<file path="src/rtl/serial_add_ctrl.sv">
// Multi-cycle add/subtract: one 4-bit carry-select slice walked LSB nibble first.
// Optional early termination on zero upper nibbles: define SERIAL_ADD_EARLY_EXIT_EN.

module adder_4bits_block (
   input  logic [3:0] a,
   input  logic [3:0] b,
   input  logic       ci,
   output logic [3:0] sum,
   output logic       co,
   output logic       c3
);
   logic [4:0] sum0, sum1;
   logic [3:0] low0, low1;

   // Both carry-in cases are computed in parallel, then selected by ci.
   always_comb begin
      sum0 = 5'(a) + 5'(b);
      sum1 = 5'(a) + 5'(b) + 5'(1);
      low0 = 4'(a[2:0]) + 4'(b[2:0]);
      low1 = 4'(a[2:0]) + 4'(b[2:0]) + 4'(1);
      sum  = ci ? sum1[3:0] : sum0[3:0];
      co   = ci ? sum1[4]   : sum0[4];
      c3   = ci ? low1[3]   : low0[3];
   end
endmodule

module serial_add_ctrl #(
   parameter int unsigned WIDTH = 32
) (
   input  logic             clk,
   input  logic             rst_n,
   input  logic             start,
   input  logic             sub,
   input  logic [WIDTH-1:0] a,
   input  logic [WIDTH-1:0] b,
   output logic             busy,
   output logic             done,
   output logic [WIDTH-1:0] s,
   output logic             co,
   output logic             ovf
);
   localparam int unsigned N     = WIDTH / 4;
   localparam int unsigned IDX_W = (N > 1) ? $clog2(N) : 1;

   if ((WIDTH % 4) != 0 || WIDTH < 8) begin : g_width_check
      $error("serial_add_ctrl: WIDTH must be a multiple of 4 and >= 8");
   end

   typedef enum logic [1:0] {IDLE, RUN, DONE} state_t;

   state_t           state, state_nxt;
   logic [WIDTH-1:0] opa, opb, opa_nxt, opb_nxt, s_nxt;
   logic             carry, carry_nxt;
   logic [IDX_W-1:0] idx, idx_nxt;
   logic             co_nxt, ovf_nxt, busy_nxt, done_nxt;
   logic [3:0]       sl_a, sl_b, sl_sum;
   logic             sl_co, sl_c3;
   logic             last_slice, early_exit;

   assign sl_a       = opa[{idx, 2'b00} +: 4];
   assign sl_b       = opb[{idx, 2'b00} +: 4];
   assign last_slice = (idx == IDX_W'(N - 1));

   adder_4bits_block u_slice (
      .a   (sl_a),
      .b   (sl_b),
      .ci  (carry),
      .sum (sl_sum),
      .co  (sl_co),
      .c3  (sl_c3)
   );

`ifdef SERIAL_ADD_EARLY_EXIT_EN
   logic [WIDTH-1:0] rem;
   // Nothing left to add once the carry dies and all higher operand nibbles are zero.
   assign rem        = (opa | opb) >> {idx, 2'b00};
   assign early_exit = !last_slice && !sl_co && (rem[WIDTH-1:4] == '0);
`else
   assign early_exit = 1'b0;
`endif

   always_ff @(posedge clk) begin
      if (!rst_n) state <= IDLE;
      else        state <= state_nxt;
   end

   always_comb begin
      state_nxt = state;
      case (state)
         IDLE:    if (start) state_nxt = RUN;
         RUN:     if (last_slice || early_exit) state_nxt = DONE;
         DONE:    state_nxt = IDLE;
         default: state_nxt = IDLE;
      endcase
   end

   always_comb begin
      opa_nxt   = opa;
      opb_nxt   = opb;
      carry_nxt = carry;
      idx_nxt   = idx;
      s_nxt     = s;
      co_nxt    = co;
      ovf_nxt   = ovf;
      busy_nxt  = (state_nxt != IDLE);
      done_nxt  = (state_nxt == DONE);
      case (state)
         IDLE: begin
            if (start) begin
               opa_nxt   = a;
               opb_nxt   = sub ? ~b : b;
               carry_nxt = sub;
               idx_nxt   = '0;
               s_nxt     = '0;
            end
         end
         RUN: begin
            s_nxt[{idx, 2'b00} +: 4] = sl_sum;
            carry_nxt = sl_co;
            idx_nxt   = idx + IDX_W'(1);
            if (last_slice) begin
               co_nxt  = sl_co;
               ovf_nxt = sl_c3 ^ sl_co;
            end else if (early_exit) begin
               co_nxt  = 1'b0;
               ovf_nxt = 1'b0;
            end
         end
         default: ;
      endcase
   end

   always_ff @(posedge clk) begin
      if (!rst_n) begin
         opa   <= '0;
         opb   <= '0;
         carry <= 1'b0;
         idx   <= '0;
         s     <= '0;
         co    <= 1'b0;
         ovf   <= 1'b0;
         busy  <= 1'b0;
         done  <= 1'b0;
      end else begin
         opa   <= opa_nxt;
         opb   <= opb_nxt;
         carry <= carry_nxt;
         idx   <= idx_nxt;
         s     <= s_nxt;
         co    <= co_nxt;
         ovf   <= ovf_nxt;
         busy  <= busy_nxt;
         done  <= done_nxt;
      end
   end
endmodule

</file>
<file path="config.mk">
export PLATFORM = sky130hd
export DESIGN_NAME = serial_add_ctrl
export DESIGN_NICKNAME = d
export VERILOG_FILES = /design/src/rtl/serial_add_ctrl.sv
export SDC_FILE = /design/constraint.sdc
export NUM_CORES = 1
export LEC_CHECK = 0
export ABC_AREA = 1
export ABC_CLOCK_PERIOD_IN_PS = 2900
export BUFFER_PORTS_ARGS = -buffer_cell sky130_fd_sc_hd__buf_2
export CAP_MARGIN = 30
export CORE_ASPECT_RATIO = 0.9
export CORE_UTILIZATION = 45
export DETAILED_ROUTE_END_ITERATION = 16
export PLACE_DENSITY = 0.7
export SLEW_MARGIN = 20
export SYNTH_ARGS = -nofsm -noshare
export SYNTH_HDL_FRONTEND = slang
export SYNTH_SLANG_ARGS = --single-unit
export TNS_END_PERCENT = 20
</file>
<file path="constraint.sdc">
create_clock -name clk -period 2.9 [get_ports clk]
set_input_delay 0.29 -clock clk [delete_from_list [all_inputs] [get_ports clk]]
set_output_delay 0.29 -clock clk [all_outputs]
set_load 0.01 [all_outputs]
</file>
* After elaboration in Yosys (flattened, before gate mapping) *
Cells that the tools add are included.
W data, S select, Z words.

storage, ports and cells
  bits in registers = 106
  bits in latches = 0
  memory bits (writable) = 0
  ROM bits = 0
  input port bits = 68
  output and inout bits = 36
  word-level logic and storage cells = 46
  memories kept = 0

operators by class
  add/sub/neg operators = 6
  multiply operators = 0
  div/mod/pow operators = 0
  $lt $le $gt $ge = 0
  eq/ne operators = 4
  shift-type cells = 4
  muxes and demuxes = 14
  bitwise operators = 2
  reductions and logical operators = 6

operator list
  operator                  number
  $mux W32                  2
  $pmux W32 S2              1
  $shiftx A32 B6 Y4         2
  $bwmux W32                1
  $not A32 Y32              1
  $shift A4 B7 Y32 const A  1
  $shiftx A4 B7 Y32         1
  $neg A5 Y7                1
  $pmux W3 S2               1
  $reduce_and A2 Y1         3
  $add A4 B4 Y5             1
  $add A5 B1 Y5 const B     1
  $add A3 B3 Y4             1
  $add A4 B1 Y4 const B     1
  $mux W2                   2
  $mux W4                   1
  $pmux W2 S2               1
  $reduce_bool A2 Y1        2
  $add A3 B1 Y3 const B     1
  $eq A3 B3 Y1 const B      1
  $mux W1                   3
  $mux W3                   1
  $eq A2 B1 Y1 const B      1
  $eq A2 B2 Y1 const B      1
  4 further kinds           4

* Longest topological paths before layout *
  depth after elaboration = 7
  mapped depth = 21
  gate-level depth less buffers = 20

* Cells and area by module *
From an unflattened synthesis, not the netlist that was laid out.

unflattened totals
  cells, all modules = 697
  area total of the unflattened synthesis = 5119.9 um^2

modules (own cells, without submodules)
  module             times used  cells each  area an instance (um^2)  sequential area each (um^2)
  serial_add_ctrl    1           651         4848.4                   2122.0
  adder_4bits_block  1           46          271.5                    0.0

* Worst setup path before layout *
Ideal clock, no wire load.

  kind = register -> register
  start = reg idx[1]
  end = reg s[21]
  arrival = 2.683 ns
  data required time = 2.768 ns
  path slack = 0.084 ns
  cell stages (with the launch flop) = 15
  buffers on the path = 2
  clock period less this slack = 2.816 ns
  path through = dfxtp_1 -> buf_2 -> inv_1 -> buf_2 -> a21oi_1 -> o21ai_0 -> a31oi_1 -> ha_1 -> fa_1 -> ha_1 -> mux2_2 -> nand2_1 -> nor2_1 -> nand2_1 -> a21oi_1

on the way
  longest elaborated chain between the ends = 7

RTL lines
  element                                      RTL line  source
  from (decl)                                  54        logic [IDX_W-1:0] idx, idx_nxt;
  from (signal assigned)                       148       idx <= idx_nxt;
  $shiftx A32 B6 Y4, on equally long branches  60, 61
  $add A4 B4 Y5                                17, 18
  $add A5 B1 Y5                                18        sum1 = 5'(a) + 5'(b) + 5'(1);
  $mux W4                                      21        sum = ci ? sum1[3:0] : sum0[3:0];
  $shiftx A4 B7 Y32                            118       s_nxt[{idx, 2'b00} +: 4] = sl_sum;
  $bwmux W32 (*)                               118
  $pmux W32 S2 (*)                             107       case (state)
  to (signal assigned)                         149       s <= s_nxt;
  to (decl)                                    38        output logic [WIDTH-1:0] s,

Mark *: on every way between the ends. The rest lies on a longest branch, timed or not.
A chain may end at the register's enable or synchronous reset.

* Worst setup path in the final report *
Ends and elaborated chain as after synthesis.

==> metrics.log <==
[metrics] run status: finished with violations
[metrics] violations in the final reports: design-rule violations
[metrics] width of the chip: 113.2 um
[metrics] aggregate routed wire length: about 13 mm
[metrics] hold violation count in the final report: 0
[metrics] Critical Path End Type: flip-flop
[metrics] Post-route DRC: 2
[metrics] part of the power in registers: roughly 46%
[metrics] antenna violations before repair: 0
[metrics] highest ir drop seen on vdd: between 0.3 and 0.4 mV
[metrics] largest net degree at the start of global routing: 65
[metrics] clock transition time at the flip-flop clock pins of the worst setup and hold paths: around 70 ps
[metrics] fin area: 6116 um^2
[metrics] path category of the worst min-delay check: primary input to flip-flop
[metrics] relative contribution of combinational cells to total power: 19.4%
[metrics] CTS tree: yes
[metrics] switching power total: a little over 1 mW
[metrics] Synth area leaders: sky130_fd_sc_hd__dfxtp_1, sky130_fd_sc_hd__nor2_1, sky130_fd_sc_hd__o21ai_0
[metrics] syn avg cell area: slightly above 7 um^2
[metrics] post-route minimum period: 2809 ps
[metrics] global-route wire length before repair: around 21 mm
[metrics] Power Dens Cells: between 500 and 600 nW/um^2
[metrics] number of antenna-violating nets in the routed design: 0
[metrics] effective utilization at floorplan: a little under half
[metrics] violation count after the first detailed-route iteration: ~420
[metrics] net count reported at finish: ~870
[metrics] area share of the largest cell type after synthesis: a little over two fifths
[metrics] fraction of layout instances using a drive strength above 1: between 20% and 30%
[metrics] Die Height: 102.1 um
[metrics] post-route setup TNS: 0 ps
[metrics] cell count after placement: around 900
[metrics] die footprint: around 12,000 um^2
[metrics] Max Fanout on Critical Path: 5
[metrics] slew margin rel.: between 40% and 50%
[metrics] diode count: 0
[metrics] Min Hold Slack: roughly 190 ps
[metrics] Worst Max-Slew Pin Slew: 825.0 ps
[metrics] number of CTS-inserted buffers: 9
[metrics] unrepaired setup endpoints after global routing: yes
[metrics] estimated wirelength of the detail-placed design: 9.538 mm
[metrics] GRT Total Usage: a little under a quarter
[metrics] fin. max-slew vios: 0
[metrics] Cell Int Power: between 2 and 2.5 mW
[metrics] Top-Level Pins: roughly 100
[metrics] number of H-tree branching levels: 3
[metrics] final core utilization: a little under three fifths
[metrics] CTS Root Cell: sky130_fd_sc_hd__clkbuf_16
[metrics] drt pass-1 iters: 12
[metrics] maximum frequency from static timing analysis: 0.3560 GHz
[metrics] CP Class: flip-flop to flip-flop
[metrics] Area growth, synth to finish: 22.20%
[metrics] Max Clock Skew: between 10 and 15 ps
[metrics] Placed Area: ~5600 um^2
[metrics] library cells used by synthesis: 27
[metrics] Switching Share: between 20% and 30%
[metrics] maximum count of clock buffers along a single path: 2
[metrics] Row Count: 36
[metrics] Clk network pwr share: 35.1%
[metrics] CP arrival: between 3000 and 4000 ps
[metrics] Ys Warns: 0
[metrics] TritonCTS Sinks: ~110
[metrics] filler-free cell count of the finished design: 927
[metrics] remaining global-route overflow: 0
[metrics] synthesis-stage register bit count: about 110
[metrics] Final setup violation count: 0
[metrics] post-synthesis net count: between 700 and 800
[metrics] sequential element share of the synthesized area: between 40% and 50%
[metrics] layout filler cell count: 1,012
[metrics] area of the core: about 11,000 um^2
[metrics] required time of the critical path: 3190 ps
[metrics] count of input and output buffers: 103
[metrics] Post-Syn Area: 5005 um^2
[metrics] critical path startpoint category: flip-flop
[metrics] cell taking the most area after synthesis: sky130_fd_sc_hd__dfxtp_1
[metrics] count of hold-fix buffers inserted at cts: 0
[metrics] synthesized netlist cell count: 693
[metrics] via count normalized by instance count: around 5.3
[metrics] via count: approximately 4,900
[metrics] Clock Latency Late Sink: 350 ps
[metrics] period utilization: 96.86%
[metrics] routed length per instance: 14.24 um
[metrics] final estimated routing congestion in global placement: 0.9009
[metrics] Pleak: around 2.6 nW
[metrics] max-cap viol count: 0
[metrics] via count of the first global-routing pass: ~4,500
-- cell usage after synthesis (all sizes together) --
| cell type | number |
|---|---|
| nor2 | 147 |
| dfxtp | 106 |
| nand2 | 96 |
| o21ai | 82 |
| a21oi | 70 |
| inv | 46 |
| clkbuf | 26 |
| a211oi | 16 |
| xnor2 | 16 |
| xor2 | 16 |
| buf | 15 |
| nand3 | 14 |
| ha | 12 |
| nor3 | 9 |
| a31oi | 8 |
| nand4 | 5 |
| o22ai | 4 |
| a22o | 1 |
| a22oi | 1 |
| and3 | 1 |
| fa | 1 |
| mux2 | 1 |
-- cells by family after synthesis --
group | share of synthesized area [%]
mux | 0.2250
xor+xnor | 5.600
buf+inv | 7.000
compound gates | 19.43
flops | 42.40
fa+ha+maj | 3.400
simple gates | 21.95
-- final timing paths --
check	from	end	slack, ps	cells past startpoint
max	idx[1]$_SDFFE_PN0P_	s[21]$_SDFFE_PN0P_	90	13
min	a[21]	opa[21]$_SDFFE_PN0P_	190	3
max reg2reg	idx[1]$_SDFFE_PN0P_	s[21]$_SDFFE_PN0P_	90	13
min reg2reg	s[12]$_SDFFE_PN0P_	s[12]$_SDFFE_PN0P_	460	2
-- flip-flops by register name, indices dropped and copies added (netlist names) --
register,flops
busy,1
carry,1
co,1
done,1
idx,3
opa,32
opb,32
ovf,1
s,32
state,2
-- power by group through the flow --
stage               registers [mW]  logic, mW  clock network (mW)
global placement              1.62      0.605                   0
detailed placement            1.62      0.623                   0
CTS                           1.58      0.628                1.23
floorplan                     1.60      0.444                   0
global route                  1.59      0.759                1.31
finish                        1.59      0.677                1.22
-- critical path, cell delays in order, from the launching register on --
cell and delay (ps):
sky130_fd_sc_hd__dfxtp_4 400, sky130_fd_sc_hd__clkinvlp_4 150, sky130_fd_sc_hd__buf_4 160, sky130_fd_sc_hd__nor2_1 90, sky130_fd_sc_hd__o21ai_0 100, sky130_fd_sc_hd__a31oi_1 200
sky130_fd_sc_hd__ha_2 230, sky130_fd_sc_hd__fa_1 460, sky130_fd_sc_hd__ha_2 330, sky130_fd_sc_hd__mux2_2 190, sky130_fd_sc_hd__nand2_1 100, sky130_fd_sc_hd__nor2_2 140
sky130_fd_sc_hd__nand2_1 60, sky130_fd_sc_hd__a21oi_1 130
-- layout make-up --
type                            instances  area, um^2  area share (%)
Multi-Input combinational cell        500        2592           42.39
Sequential cell                       106        2130           34.82
Timing Repair Buffer                  126       743.2           12.15
Clock buffer                           11       242.7           3.969
Inverter                               46       181.4           2.966
Tap cell                              133       166.4           2.721
Clock inverter                          4       52.55          0.8592
Timing Repair inverter                  1       7.507          0.1227
-- placed cells by master, fill, tap and decap left out, types with 2 or more instances in the layout --
cell type	instances
sky130_fd_sc_hd__nor3_2	4
sky130_fd_sc_hd__nor2_1	142
sky130_fd_sc_hd__o22ai_1	4
sky130_fd_sc_hd__inv_1	42
sky130_fd_sc_hd__dfxtp_1	104
sky130_fd_sc_hd__nand2_1	94
sky130_fd_sc_hd__xor2_1	16
sky130_fd_sc_hd__buf_2	103
sky130_fd_sc_hd__nor3_4	2
sky130_fd_sc_hd__nor2_2	4
sky130_fd_sc_hd__o21ai_0	82
sky130_fd_sc_hd__clkinvlp_4	2
sky130_fd_sc_hd__ha_2	2
sky130_fd_sc_hd__a21oi_2	2
sky130_fd_sc_hd__a21oi_1	68
sky130_fd_sc_hd__a211oi_1	16
sky130_fd_sc_hd__clkbuf_16	10
sky130_fd_sc_hd__dfxtp_4	2
sky130_fd_sc_hd__buf_12	3
sky130_fd_sc_hd__inv_2	2
sky130_fd_sc_hd__buf_4	19
sky130_fd_sc_hd__ha_1	10
sky130_fd_sc_hd__xnor2_1	16
sky130_fd_sc_hd__a31oi_1	7
sky130_fd_sc_hd__clkinv_4	2
sky130_fd_sc_hd__nor3_1	3
sky130_fd_sc_hd__nand3_1	13
sky130_fd_sc_hd__nand4_1	5
-- repair_timing --
item	CTS	global route
setup endpoints to repair	0	26
gates resized for setup	0	27
setup buffers	0	5
-- through the flow --
| stage | setup slack, ps | total power [mW] |
|---|---|---|
| 2_1_floorplan | 84.30 | 2.042 |
| 6_report | 91.08 | 3.486 |
| 3_3_place_gp | 155.5 | 2.220 |
| 4_1_cts | 52.79 | 3.442 |
| 5_1_grt | -79.05 | 3.664 |
| 3_5_place_dp | 76.62 | 2.240 |
-- routing by layer --
layer | vias to the layer above | global-route usage (%) | part of all wire (%)
li1 | 2465 | - | -
met1 | 2246 | 32.08 | 47
met2 | 153 | 36.39 | 44
met3 | 18 | 4.982 | 7.0
met4 | 0 | 7.692 | 1.6
met5 | - | 0 | 0
No activity file was read; power rests on OpenSTA's default activity.
